==> config.mk <==
export PLATFORM = sky130hd
export DESIGN_NAME = peach_mem_arbiter
export DESIGN_NICKNAME = d
export VERILOG_FILES = /design/src/rtl/peach_pkg.sv /design/src/rtl/peach_rr_arb2.sv /design/src/rtl/peach_mem_arbiter.sv
export SDC_FILE = /design/constraint.sdc
export NUM_CORES = 1
export LEC_CHECK = 0
export BUFFER_PORTS_ARGS = -buffer_cell sky130_fd_sc_hd__clkbuf_2
export CAP_MARGIN = 20
export CORE_MARGIN = 2
export CORE_UTILIZATION = 46
export DETAILED_ROUTE_END_ITERATION = 7
export GPL_ROUTABILITY_DRIVEN = 0
export PLACE_DENSITY = 0.79
export REMOVE_ABC_BUFFERS = 1
export SKIP_CTS_REPAIR_TIMING = 1
export SLEW_MARGIN = 20
export SYNTH_ARGS = -nofsm -noshare
export SYNTH_HDL_FRONTEND = slang
export SYNTH_SLANG_ARGS = --single-unit
==> constraint.sdc <==
create_clock -name clk -period 1.92 [get_ports clk]
set_input_delay 0.384 -clock clk [delete_from_list [all_inputs] [get_ports clk]]
set_output_delay 0.384 -clock clk [all_outputs]
set_load 0.005 [all_outputs]
==> src/rtl/peach_pkg.sv <==
// Shared types and widths for the Peach core memory path.
package peach_pkg;

    localparam int unsigned PEACH_XLEN   = 32;
    localparam int unsigned PEACH_STRB_W = 4;

    typedef enum logic [1:0] {
        IDLE = 2'd0,
        BUSY = 2'd1,
        RESP = 2'd2
    } arb_state_t;

    typedef enum logic {
        REQ_I = 1'b0,
        REQ_D = 1'b1
    } req_id_t;

    // A write with no enabled byte lanes completes without touching memory.
    function automatic logic is_zero_write(input logic we, input logic [PEACH_STRB_W-1:0] strb);
        return we && (strb == '0);
    endfunction

endpackage

==> src/rtl/peach_rr_arb2.sv <==
// Two-way round-robin pick between fetch (I) and load/store (D) with the
// last-served register; grant is one-hot {D, I}.
module peach_rr_arb2
    import peach_pkg::*;
(
    input  logic       clk,
    input  logic       reset,
    input  logic       i_valid_i,
    input  logic       i_valid_d,
    input  logic       i_enable,
    input  logic       i_update,
    input  logic       i_update_d,
    output logic [1:0] o_grant
);

    req_id_t r_last;

    always_ff @(posedge clk) begin
        if (!reset) begin
            r_last <= REQ_D;
        end else if (i_update) begin
            r_last <= i_update_d ? REQ_D : REQ_I;
        end
    end

    // On a tie the requester not served last wins.
    always_comb begin
        o_grant = 2'b00;
        if (i_enable) begin
            if (i_valid_i && i_valid_d) begin
                o_grant = (r_last == REQ_D) ? 2'b01 : 2'b10;
            end else begin
                o_grant = {i_valid_d, i_valid_i};
            end
        end
    end

endmodule

==> src/rtl/peach_mem_arbiter.sv <==
// Shares the single Peach memory port between instruction fetch and
// load/store: one transaction at a time, round-robin on ties, timeout abort.
module peach_mem_arbiter
    import peach_pkg::*;
#(
    parameter int unsigned ADDR_W  = 32,
    parameter int unsigned DATA_W  = PEACH_XLEN,
    parameter int unsigned TIMEOUT = 255
) (
    input  logic                    clk,
    input  logic                    reset,
    input  logic                    i_req_valid,
    output logic                    i_req_ready,
    input  logic [ADDR_W-1:0]       i_req_addr,
    output logic                    i_rsp_valid,
    output logic [DATA_W-1:0]       i_rsp_data,
    output logic                    i_rsp_err,
    input  logic                    d_req_valid,
    output logic                    d_req_ready,
    input  logic [ADDR_W-1:0]       d_req_addr,
    input  logic                    d_req_we,
    input  logic [DATA_W-1:0]       d_req_wdata,
    input  logic [PEACH_STRB_W-1:0] d_req_wstrb,
    output logic                    d_rsp_valid,
    output logic [DATA_W-1:0]       d_rsp_data,
    output logic                    d_rsp_err,
    output logic                    mem_req,
    output logic [ADDR_W-1:0]       mem_addr,
    output logic                    mem_we,
    output logic [DATA_W-1:0]       mem_wdata,
    output logic [PEACH_STRB_W-1:0] mem_wstrb,
    input  logic                    mem_ack,
    input  logic [DATA_W-1:0]       mem_rdata,
    output logic                    busy
);

    localparam int unsigned CNT_W = (TIMEOUT < 2) ? 1 : $clog2(TIMEOUT + 1);

    arb_state_t              r_state;
    req_id_t                 r_id;
    logic                    r_zero;
    logic [CNT_W-1:0]        r_cnt;
    logic                    r_busy;
    logic                    r_mem_req;
    logic [ADDR_W-1:0]       r_mem_addr;
    logic                    r_mem_we;
    logic [DATA_W-1:0]       r_mem_wdata;
    logic [PEACH_STRB_W-1:0] r_mem_wstrb;
    logic                    r_i_rsp_valid;
    logic [DATA_W-1:0]       r_i_rsp_data;
    logic                    r_i_rsp_err;
    logic                    r_d_rsp_valid;
    logic [DATA_W-1:0]       r_d_rsp_data;
    logic                    r_d_rsp_err;

    logic [1:0]              w_grant;
    logic                    w_idle;
    logic                    w_i_hs;
    logic                    w_d_hs;
    logic                    w_d_zero;
    logic                    w_timeout;
    logic                    w_fin;
    logic [DATA_W-1:0]       w_fin_data;
    logic                    w_fin_err;

    assign w_idle    = reset && (r_state == IDLE);
    assign w_i_hs    = i_req_valid && w_grant[0];
    assign w_d_hs    = d_req_valid && w_grant[1];
    assign w_d_zero  = is_zero_write(d_req_we, d_req_wstrb);
    assign w_timeout = (TIMEOUT != 0) && (r_cnt == CNT_W'(TIMEOUT));

    peach_rr_arb2 u_arb (
        .clk        (clk),
        .reset      (reset),
        .i_valid_i  (i_req_valid),
        .i_valid_d  (d_req_valid),
        .i_enable   (w_idle),
        .i_update   (r_state == RESP),
        .i_update_d (r_id == REQ_D),
        .o_grant    (w_grant)
    );

    // Completion of the BUSY phase; an ack beats a coincident timeout.
    always_comb begin
        w_fin      = 1'b0;
        w_fin_data = '0;
        w_fin_err  = 1'b0;
        if (r_state == BUSY) begin
            if (r_zero) begin
                w_fin = 1'b1;
            end else if (mem_ack) begin
                w_fin      = 1'b1;
                w_fin_data = r_mem_we ? '0 : mem_rdata;
            end else if (w_timeout) begin
                w_fin     = 1'b1;
                w_fin_err = 1'b1;
            end
        end
    end

    always_ff @(posedge clk) begin
        if (!reset) begin
            r_state       <= IDLE;
            r_id          <= REQ_I;
            r_zero        <= 1'b0;
            r_cnt         <= '0;
            r_busy        <= 1'b0;
            r_mem_req     <= 1'b0;
            r_mem_addr    <= '0;
            r_mem_we      <= 1'b0;
            r_mem_wdata   <= '0;
            r_mem_wstrb   <= '0;
            r_i_rsp_valid <= 1'b0;
            r_i_rsp_data  <= '0;
            r_i_rsp_err   <= 1'b0;
            r_d_rsp_valid <= 1'b0;
            r_d_rsp_data  <= '0;
            r_d_rsp_err   <= 1'b0;
        end else begin
            r_i_rsp_valid <= 1'b0;
            r_d_rsp_valid <= 1'b0;
            case (r_state)
                IDLE: begin
                    if (w_d_hs) begin
                        r_state     <= BUSY;
                        r_busy      <= 1'b1;
                        r_cnt       <= '0;
                        r_id        <= REQ_D;
                        r_zero      <= w_d_zero;
                        r_mem_req   <= !w_d_zero;
                        r_mem_addr  <= d_req_addr;
                        r_mem_we    <= d_req_we;
                        r_mem_wdata <= d_req_wdata;
                        r_mem_wstrb <= d_req_wstrb;
                    end else if (w_i_hs) begin
                        r_state     <= BUSY;
                        r_busy      <= 1'b1;
                        r_cnt       <= '0;
                        r_id        <= REQ_I;
                        r_zero      <= 1'b0;
                        r_mem_req   <= 1'b1;
                        r_mem_addr  <= i_req_addr;
                        r_mem_we    <= 1'b0;
                        r_mem_wdata <= '0;
                        r_mem_wstrb <= '0;
                    end
                end
                BUSY: begin
                    if (w_fin) begin
                        r_state   <= RESP;
                        r_mem_req <= 1'b0;
                        if (r_id == REQ_D) begin
                            r_d_rsp_valid <= 1'b1;
                            r_d_rsp_data  <= w_fin_data;
                            r_d_rsp_err   <= w_fin_err;
                        end else begin
                            r_i_rsp_valid <= 1'b1;
                            r_i_rsp_data  <= w_fin_data;
                            r_i_rsp_err   <= w_fin_err;
                        end
                    end else begin
                        r_cnt <= r_cnt + CNT_W'(1);
                    end
                end
                RESP: begin
                    r_state <= IDLE;
                    r_busy  <= 1'b0;
                end
                default: begin
                    r_state   <= IDLE;
                    r_busy    <= 1'b0;
                    r_mem_req <= 1'b0;
                end
            endcase
        end
    end

    assign i_req_ready = w_grant[0];
    assign d_req_ready = w_grant[1];
    assign i_rsp_valid = r_i_rsp_valid;
    assign i_rsp_data  = r_i_rsp_data;
    assign i_rsp_err   = r_i_rsp_err;
    assign d_rsp_valid = r_d_rsp_valid;
    assign d_rsp_data  = r_d_rsp_data;
    assign d_rsp_err   = r_d_rsp_err;
    assign mem_req     = r_mem_req;
    assign mem_addr    = r_mem_addr;
    assign mem_we      = r_mem_we;
    assign mem_wdata   = r_mem_wdata;
    assign mem_wstrb   = r_mem_wstrb;
    assign busy        = r_busy;

endmodule

# ---- Word level (Yosys, flattened, before mapping)
# Index checks and enable logic that the tools add are counted.
dict set report classes {
  n_addsub 1
  eq_ne 6
  n_mux 38
  bitwise 3
  n_reduce_logical 18
}
# op n
set op_table {}
lappend op_table {{two-way mux 32 bit} 7}
lappend op_table {{two-way mux 8 bit} 3}
lappend op_table {{two-way mux 1 bit} 16}
lappend op_table {{one-hot mux 8 bit (2 select lines)} 1}
lappend op_table {{AND reduction 3 bit} 5}
lappend op_table {{two-way mux 2 bit} 6}
lappend op_table {{adder 8 x 1 -> 8 bit (second input constant)} 1}
lappend op_table {{== test 8 bit (second input constant)} 1}
lappend op_table {{two-way mux 4 bit} 2}
lappend op_table {{AND reduction 2 bit} 3}
lappend op_table {{logical AND 1 bit} 5}
lappend op_table {{logical NOT 4 bit} 1}
lappend op_table {{inequality test 2 bit (second input constant)} 2}
lappend op_table {{one-hot mux 2 bit (2 select lines)} 1}
lappend op_table {{nonzero test 2 bit} 2}
lappend op_table {{inequality test 3 bit (second input constant)} 1}
lappend op_table {{inverter 1 bit} 3}
lappend op_table {{one-hot mux 1 bit (3 select lines)} 1}
lappend op_table {{== test 2 x 1 -> 1 bit (second input constant)} 1}
lappend op_table {{== test 2 bit (second input constant)} 1}
lappend op_table {{logical NOT 2 bit} 1}
lappend op_table {{one-hot mux 1 bit (2 select lines)} 1}
lappend op_table {{logical NOT 1 bit} 1}
dict set report totals {
  regBits 152
  inputBits 138
  out_inout_bits 141
  wordCells 83
}

# ---- Longest topological paths before layout
# Gate-level depths: netlist (run 1).
dict set report logic_depth {
  ltp_word 7
  mapped_depth 8
  mapped_depth_nobuf 5
}

# ---- Hierarchy
# Synthesis (run 1) repeated with hierarchy kept, for this count alone.
dict set report hier_totals {
  cells_unflattened 657
  hier_area_um2 5823.1
}
# mod n_inst cells_each area_each_um2 seq_area_each_um2
set by_module_without_submodules {}
lappend by_module_without_submodules {peach_mem_arbiter 1 649 5765.5 3022.9}
lappend by_module_without_submodules {peach_rr_arb2 1 8 57.6 20.0}

# ---- Worst setup path after synthesis (run 1)
# Ideal clock, no wire load.
dict set report synth_timing {
  path_kind {in2out}
  startpoint {input reset}
  endpoint {output i_req_ready}
  t_arrival_ns 1.342
  required_ns 1.536
  setup_slack_ns 0.194
  cell_stages 6
  path_buffers 3
  path_cell_list {buf_2 -> nor3b_1 -> nand3_1 -> buf_2 -> buf_2 -> inv_1}
}
dict set report synth_via {
  elab_chain_len 2
}
# item line_no
set synth_lines {}
lappend synth_lines {{from (decl)} peach_mem_arbiter.sv:11} ;# input logic reset,
lappend synth_lines {{logical AND 1 bit} peach_mem_arbiter.sv:66} ;# assign w_idle = reset && (r_state == IDLE);
lappend synth_lines {{two-way mux 2 bit} peach_rr_arb2.sv:29} ;# if (i_enable) begin
lappend synth_lines {{to (decl)} peach_mem_arbiter.sv:13} ;# output logic i_req_ready,
# Every way passes these cells.

# ---- Final worst setup path (run 1)
dict set report layout_timing {
  startpoint {register r_state[1]}
  endpoint {output d_req_ready}
}
dict set report layout_via {
  elab_chain_len 3
}
# item line_no
set layout_lines {}
lappend layout_lines {{from (decl)} peach_mem_arbiter.sv:39} ;# arb_state_t r_state;
lappend layout_lines {{from (signal assigned)} peach_mem_arbiter.sv:103} ;# r_state <= IDLE;
lappend layout_lines {{from (signal assigned)} peach_mem_arbiter.sv:125} ;# r_state <= BUSY;
lappend layout_lines {{from (signal assigned)} peach_mem_arbiter.sv:136} ;# r_state <= BUSY;
lappend layout_lines {{logical NOT 2 bit} peach_mem_arbiter.sv:66}
lappend layout_lines {{logical AND 1 bit} peach_mem_arbiter.sv:66}
lappend layout_lines {{two-way mux 2 bit} peach_rr_arb2.sv:29}
lappend layout_lines {{to (decl)} peach_mem_arbiter.sv:19} ;# output logic d_req_ready,
# Every way passes these cells.

==> qor.txt, run 1 <==
Outcome: completed
Yosys cell types: 35
Layout cells sized above 1: 38.6%
Slew Limit Fails: 0
Dpl hpwl: 11300 µm
Final Skew: 0.00965 ns
Input/output buffers: 278
Top-area cell type share of the netlist area: 52.5%
P_leak: 0.00420 µW
Root buffer cell: clkbuf_16
Seq cells post-synth: 152
Via count: 5454
Max VDD drop: 0.000592 V
Crit path depth: 5
GR Overflow Total: 0
Period minus WS final: 1.83 ns
Post-synth top area cell: dfxtp_1
Mapped Area: 5790 µm²
Placed Area: 7470 µm²
Num CTS Buffers: 17
Crit path to: d_req_ready
Syn-to-layout area delta: 40.2%
Largest family of logic cells by synthesized area: multiplexers
I/O pins: 279
First-pass GRT wire length: 24600 µm
Worst slew pin tran: 0.468 ns
Initial antenna violation count: 0
Synth Area in Compound Gates: 13.0%
CP max stage cell: dfxtp_1
RR Endpoint: r_cnt[6]
Fill cells: 1022
CP bufs+invs: 3
Fin. Hold Viols: 0
Endpoints failing setup: 0
CTS tree: built
Worst EP required: 1.54 ns
Kind of cell adding the most delay to the critical path: buffers and inverters
Core area: 12200 µm²
Max-slew headroom: 68.8%
Max_cap viols: 0
Row Count: 40
Async S/R FF share, synth: 0%
Gate Count Post-Synth: 617
Pin count of the biggest net entering global routing: 107
Cell area after layout: 8120 µm²
# DRC: 0
Critical path origin: r_state[1]
Clk Latency, worst-skew pair: 0.42 ns
R2r setup slk: 0.15 ns
Ranking of synthesized cells by area: dfxtp_1 (53%), mux2i_1 (17%), nand2_1 (7.1%)
Adder-cell area share of the yosys netlist: 0.216%
YS warnings: 0
Fmax: 546 MHz
Crit end category: primary output
Synth Flop Type: dfxtp_1
Mapped Avg Cell Area: 9.39 µm²
Hold slack: 0.212 ns
Die height: 116 µm
Final nets: 1033
Post-synth top cells: dfxtp_1 (152), nand2_1 (109), mux2i_1 (97), nor2_1 (47), a21oi_1 (38)
Xor and xnor area share after synthesis: 0%
Most common cell in the synthesized netlist: dfxtp_1
Reg2reg start: r_state[1]
CTS sink count: 152
Htree depth: 4
Clock slew seen by the registers of the worst setup and hold paths: 0.06 ns
Mux contribution to synthesized area: 16.8%
Worst-path maximum fanout: 7
Post-synthesis sequential area ratio: 52.5%
Antenna viol nets, final: 0
DRT Pass-1 Iters: 5
Global-route usage over all layers: 23.2%
Hold Path Class: input pin to flip-flop
WL/cell: 14.8 µm
Vias/cell: 5.07
Simple-gate area share of the yosys netlist: 13.8%
Die W: 116 µm
Final WL: 15900 µm
Reg2Reg Depth: 4
CP Launch Type: flip-flop
Number of global-route vias before repair: 5213
Critical path type: flip-flop to primary output
Final period utilization: 95.3%
Antenna Cells: 0
Worst EP arrival: 1.45 ns
Initial Util: 47.6%
Number of synthesized flops with an enable pin: 0
DIE AREA: 13500 µm²
Pwr/cell area: 904 nW/µm²
CP peak stage delay: 0.37 ns
Drt initial violations: 310
CTS Buffer Depth: 2
Crit-path cells: nor3b_2 > buf_4 > nand3_4 > clkinvlp_4 > clkbuf_2
==> sequential cells by signal (all words and copies together), names as in the netlist <==
| signal | flops |
|---|---|
| d_rsp_data | 32 |
| i_rsp_data | 32 |
| mem_addr | 32 |
| mem_wdata | 32 |
| r_cnt | 8 |
| mem_wstrb | 4 |
| r_state | 2 |
| busy | 1 |
| d_rsp_err | 1 |
| d_rsp_valid | 1 |
| i_rsp_err | 1 |
| i_rsp_valid | 1 |
| mem_req | 1 |
| mem_we | 1 |
| r_id | 1 |
| r_zero | 1 |
| u_arb.r_last | 1 |
==> cell families (layout without fill, tap and decap cells) <==
family | Yosys count | in the layout
AOI/OAI and AO/OA | 124 | 124
adders and majority gates | 1 | 1
buffers and inverters | 52 | 342
DFF | 152 | 152
muxes | 97 | 97
and+or+nand+nor | 191 | 191
==> worst register-to-register path: stages (launching register included) <==
cell and delay (ns):
dfxtp_1 0.37, or4b_4 0.53, o21bai_1 0.22, or4_1 0.41
a31oi_1 0.17
==> worst min path at each step <==
stage	from	endpoint	slack, ns	depth (start not counted)
after floorplan	reset	u_arb.r_last	0.45	1
after global placement	i_rsp_data[16]	i_rsp_data[16]	0.44	2
after detailed placement	i_rsp_data[8]	i_rsp_data[8]	0.45	2
after CTS	mem_rdata[2]	i_rsp_data[2]	0.20	3
after global routing	d_req_wdata[22]	mem_wdata[22]	0.20	3
final	mem_rdata[17]	d_rsp_data[17]	0.21	3
==> cells in the final DEF, fill, tap and decap left out, drive strengths merged, types with 14 or more instances in the layout <==
| cell type | count |
|---|---|
| nand2 | 109 |
| nand3 | 14 |
| buf | 29 |
| dfxtp | 152 |
| a21oi | 38 |
| nor2 | 47 |
| mux2i | 97 |
| o21ai | 37 |
| a22oi | 37 |
| clkbuf | 298 |
==> metrics by stage <==
| step | setup slack (ns) | instances | util (%) | TNS (ns) | total power [µW] |
|---|---|---|---|---|---|
| floorplan | -1.39 | 569 | - | -112.73 | 3700 |
| global placement | 0.0988 | 1039 | 61.5 | 0 | 4090 |
| detailed placement | 0.0819 | 1039 | 61.5 | 0 | 4100 |
| CTS | -0.233 | 1071 | 66.3 | -0.272 | 7390 |
| global route | -0.00405 | 1075 | 66.8 | -0.00423 | 7630 |
| finish | 0.0899 | 1075 | 66.8 | 0 | 7340 |
==> routing by layer <==
layer / global-route usage [%] / up-vias / share of wire [%]
met1: 26.2 / 2510 / 40
met2: 39.4 / 211 / 49
met4: 9.37 / 0 / 2.1
met3: 8.98 / 25 / 8.8
li1: - / 2708 / -
met5: 0 / - / 0
==> layout make-up <==
class	instances	area [µm²]	share of cell area [%]
Inverter	4	18.8	0.231
Timing Repair Buffer	306	1680	20.7
Clock inverter	11	120	1.48
Clock buffer	21	470	5.79
Tap cell	168	210	2.59
Sequential cell	152	3040	37.5
Multi-Input combinational cell	413	2580	31.8
==> power breakdown <==
part / internal (µW) / switching, µW
Combinational: 353 / 370
Sequential: 3260 / 61.4
Clock: 2010 / 1280
No activity file was read; power rests on OpenSTA's default activity.
==> inputs of run 2 (changes only) <==
--- a/config.mk
+++ b/config.mk
@@ -8,10 +8,10 @@
 export BUFFER_PORTS_ARGS = -buffer_cell sky130_fd_sc_hd__clkbuf_2
 export CAP_MARGIN = 20
 export CORE_MARGIN = 2
-export CORE_UTILIZATION = 46
+export CORE_UTILIZATION = 25
 export DETAILED_ROUTE_END_ITERATION = 7
 export GPL_ROUTABILITY_DRIVEN = 0
-export PLACE_DENSITY = 0.79
+export PLACE_DENSITY = 0.48
 export REMOVE_ABC_BUFFERS = 1
 export SKIP_CTS_REPAIR_TIMING = 1
 export SLEW_MARGIN = 20
==> qor.txt, run 2 (synthesis gave the netlist of run 1 again) <==
Clock share of power: 45.2%
CP Launch Type: flip-flop
CTS sink count: 152
Num CTS Buffers: 17
Met3 usage: 6.86%
Endpoints failing setup: 0
Most frequent cells in the layout: clkbuf_2 (275), dfxtp_1 (151), nand2_1 (108)
Fill cells: 2410
Htree depth: 4
Pwr/cell area: 890 nW/µm²
Drt initial violations: 280
Global-route usage over all layers: 14.2%
Worst-path maximum fanout: 8
CTS tree: built
First-pass GRT wire length: 27400 µm
Antenna viol nets, final: 0
Switching power: 1960 µW
Vias/cell: 4.52
CTS Buffer Depth: 2
# DRC: 0
Number of global-route vias before repair: 5237
P_leak: 0.00424 µW
Clk Latency, worst-skew pair: 0.43 ns
Die W: 156 µm
Layout cells sized above 1: 39.2%
Root buffer cell: clkbuf_16
Sequential share of power: 44.5%
Row Count: 55
Hold Path Class: input pin to flip-flop
Crit end category: primary output
Syn-to-layout area delta: 44.3%
Fin. Hold Viols: 0
Most common cell after layout, fill and taps aside: clkbuf_2
RSZ-0062 raised after global routing: true
Core area: 22700 µm²
Comb pwr share: 10.2%
Via count: 5395
Max_cap viols: 0
GRT met1 Usage: 17.0%
DP Worst Slack: 0.0144 ns
DRT Pass-1 Iters: 4
Worst Setup Slack, final: 0.0172 ns
Input/output buffers: 278
GR peak layer: met2
Max VDD drop: 0.000507 V
Final Skew: 0.0181 ns
Final period utilization: 99.1%
Antenna Cells: 0
Die height: 156 µm
Final WL: 17500 µm
Final nets: 1035
Dpl hpwl: 11900 µm
Worst EP required: 1.54 ns
I/O pins: 279
Placed Area: 7670 µm²
Int Pwr: 5480 µW
GR Overflow Total: 0
Period minus WS final: 1.90 ns
Initial Util: 25.5%
Fmax: 526 MHz
Cell area after layout: 8360 µm²
Slew Limit Fails: 0
Worst EP arrival: 1.52 ns
GR Layer Usage met2: 22.4%
DIE AREA: 24400 µm²
Outcome: completed
Clock slew seen by the registers of the worst setup and hold paths: 0.07 ns
Pin count of the biggest net entering global routing: 95
Worst slew pin tran: 0.417 ns
Initial antenna violation count: 1
Max-slew headroom: 72.2%
Critical path type: flip-flop to primary output
Switching Fraction: 26.4%
WL/cell: 14.6 µm
==> run 2: cell count changes in the layout (fill, tap and decap cells not counted), moves of 2 or more <==
cell,delta
buf_12,+4
clkbuf_8,-3
buf_6,+3
inv_6,+3
clkinvlp_4,-2
inv_8,+4
clkbuf_2,-2
clkinv_4,+3
buf_4,-2
clkinv_2,-3
==> run 2: power by group through the flow <==
stage	sequential, µW	combinational, µW	clock [µW]
floorplan	3390	305	0
global placement	3380	755	0
CTS	3310	753	3490
finish	3310	762	3360
detailed placement	3380	751	0
global route	3330	852	3610
==> run 2: final cells by class <==
class                   count  area, µm²  area share (%)
clock buffers              17        425            5.09
clock inverters            15        156            1.87
inverters                   4       22.5           0.270
multi-input cells         413       2590            31.0
flip-flops and latches    152       3040            36.4
well taps                 285        357            4.27
repair buffers            308       1760            21.1
==> run 2: per-layer routing <==
layer  vias to the layer above  wire length [µm]
li1                       2702                 -
met1                      2473              7680
met2                       197              7690
met3                        21              1850
met4                         2               259
met5                         -                10
==> run 2: metrics by stage <==
| step | instances | utilization, % | total power, µW | hold WS [ns] | setup TNS, ns |
|---|---|---|---|---|---|
| floorplan | 569 | - | 3700 | 0.446 | -112.73 |
| global placement | 1155 | 33.8 | 4140 | 0.445 | 0 |
| detailed placement | 1155 | 33.8 | 4140 | 0.451 | 0 |
| CTS | 1187 | 36.4 | 7560 | 0.179 | -0.300 |
| global route | 1194 | 36.8 | 7790 | 0.191 | -0.117 |
| finish | 1194 | 36.8 | 7440 | 0.202 | 0 |
==> run 2: final timing paths <==
check                                     from             end  slack, ns  cells past startpoint
worst max-delay path                r_state[0]     i_req_ready       0.02                      7
worst min-delay path             mem_rdata[24]  i_rsp_data[24]       0.20                      3
worst max register to register      r_state[1]        r_cnt[6]       0.12                      4
worst min register to register  d_rsp_data[23]  d_rsp_data[23]       0.46                      2
==> run 2: worst max-delay path: stages (launching register included) <==
cell and delay [ns]:
dfxtp_2 0.32, buf_6 0.12, nor3b_2 0.17, buf_4 0.16, nand3_4 0.08, buf_12 0.15
clkinv_4 0.04, buf_6 0.07
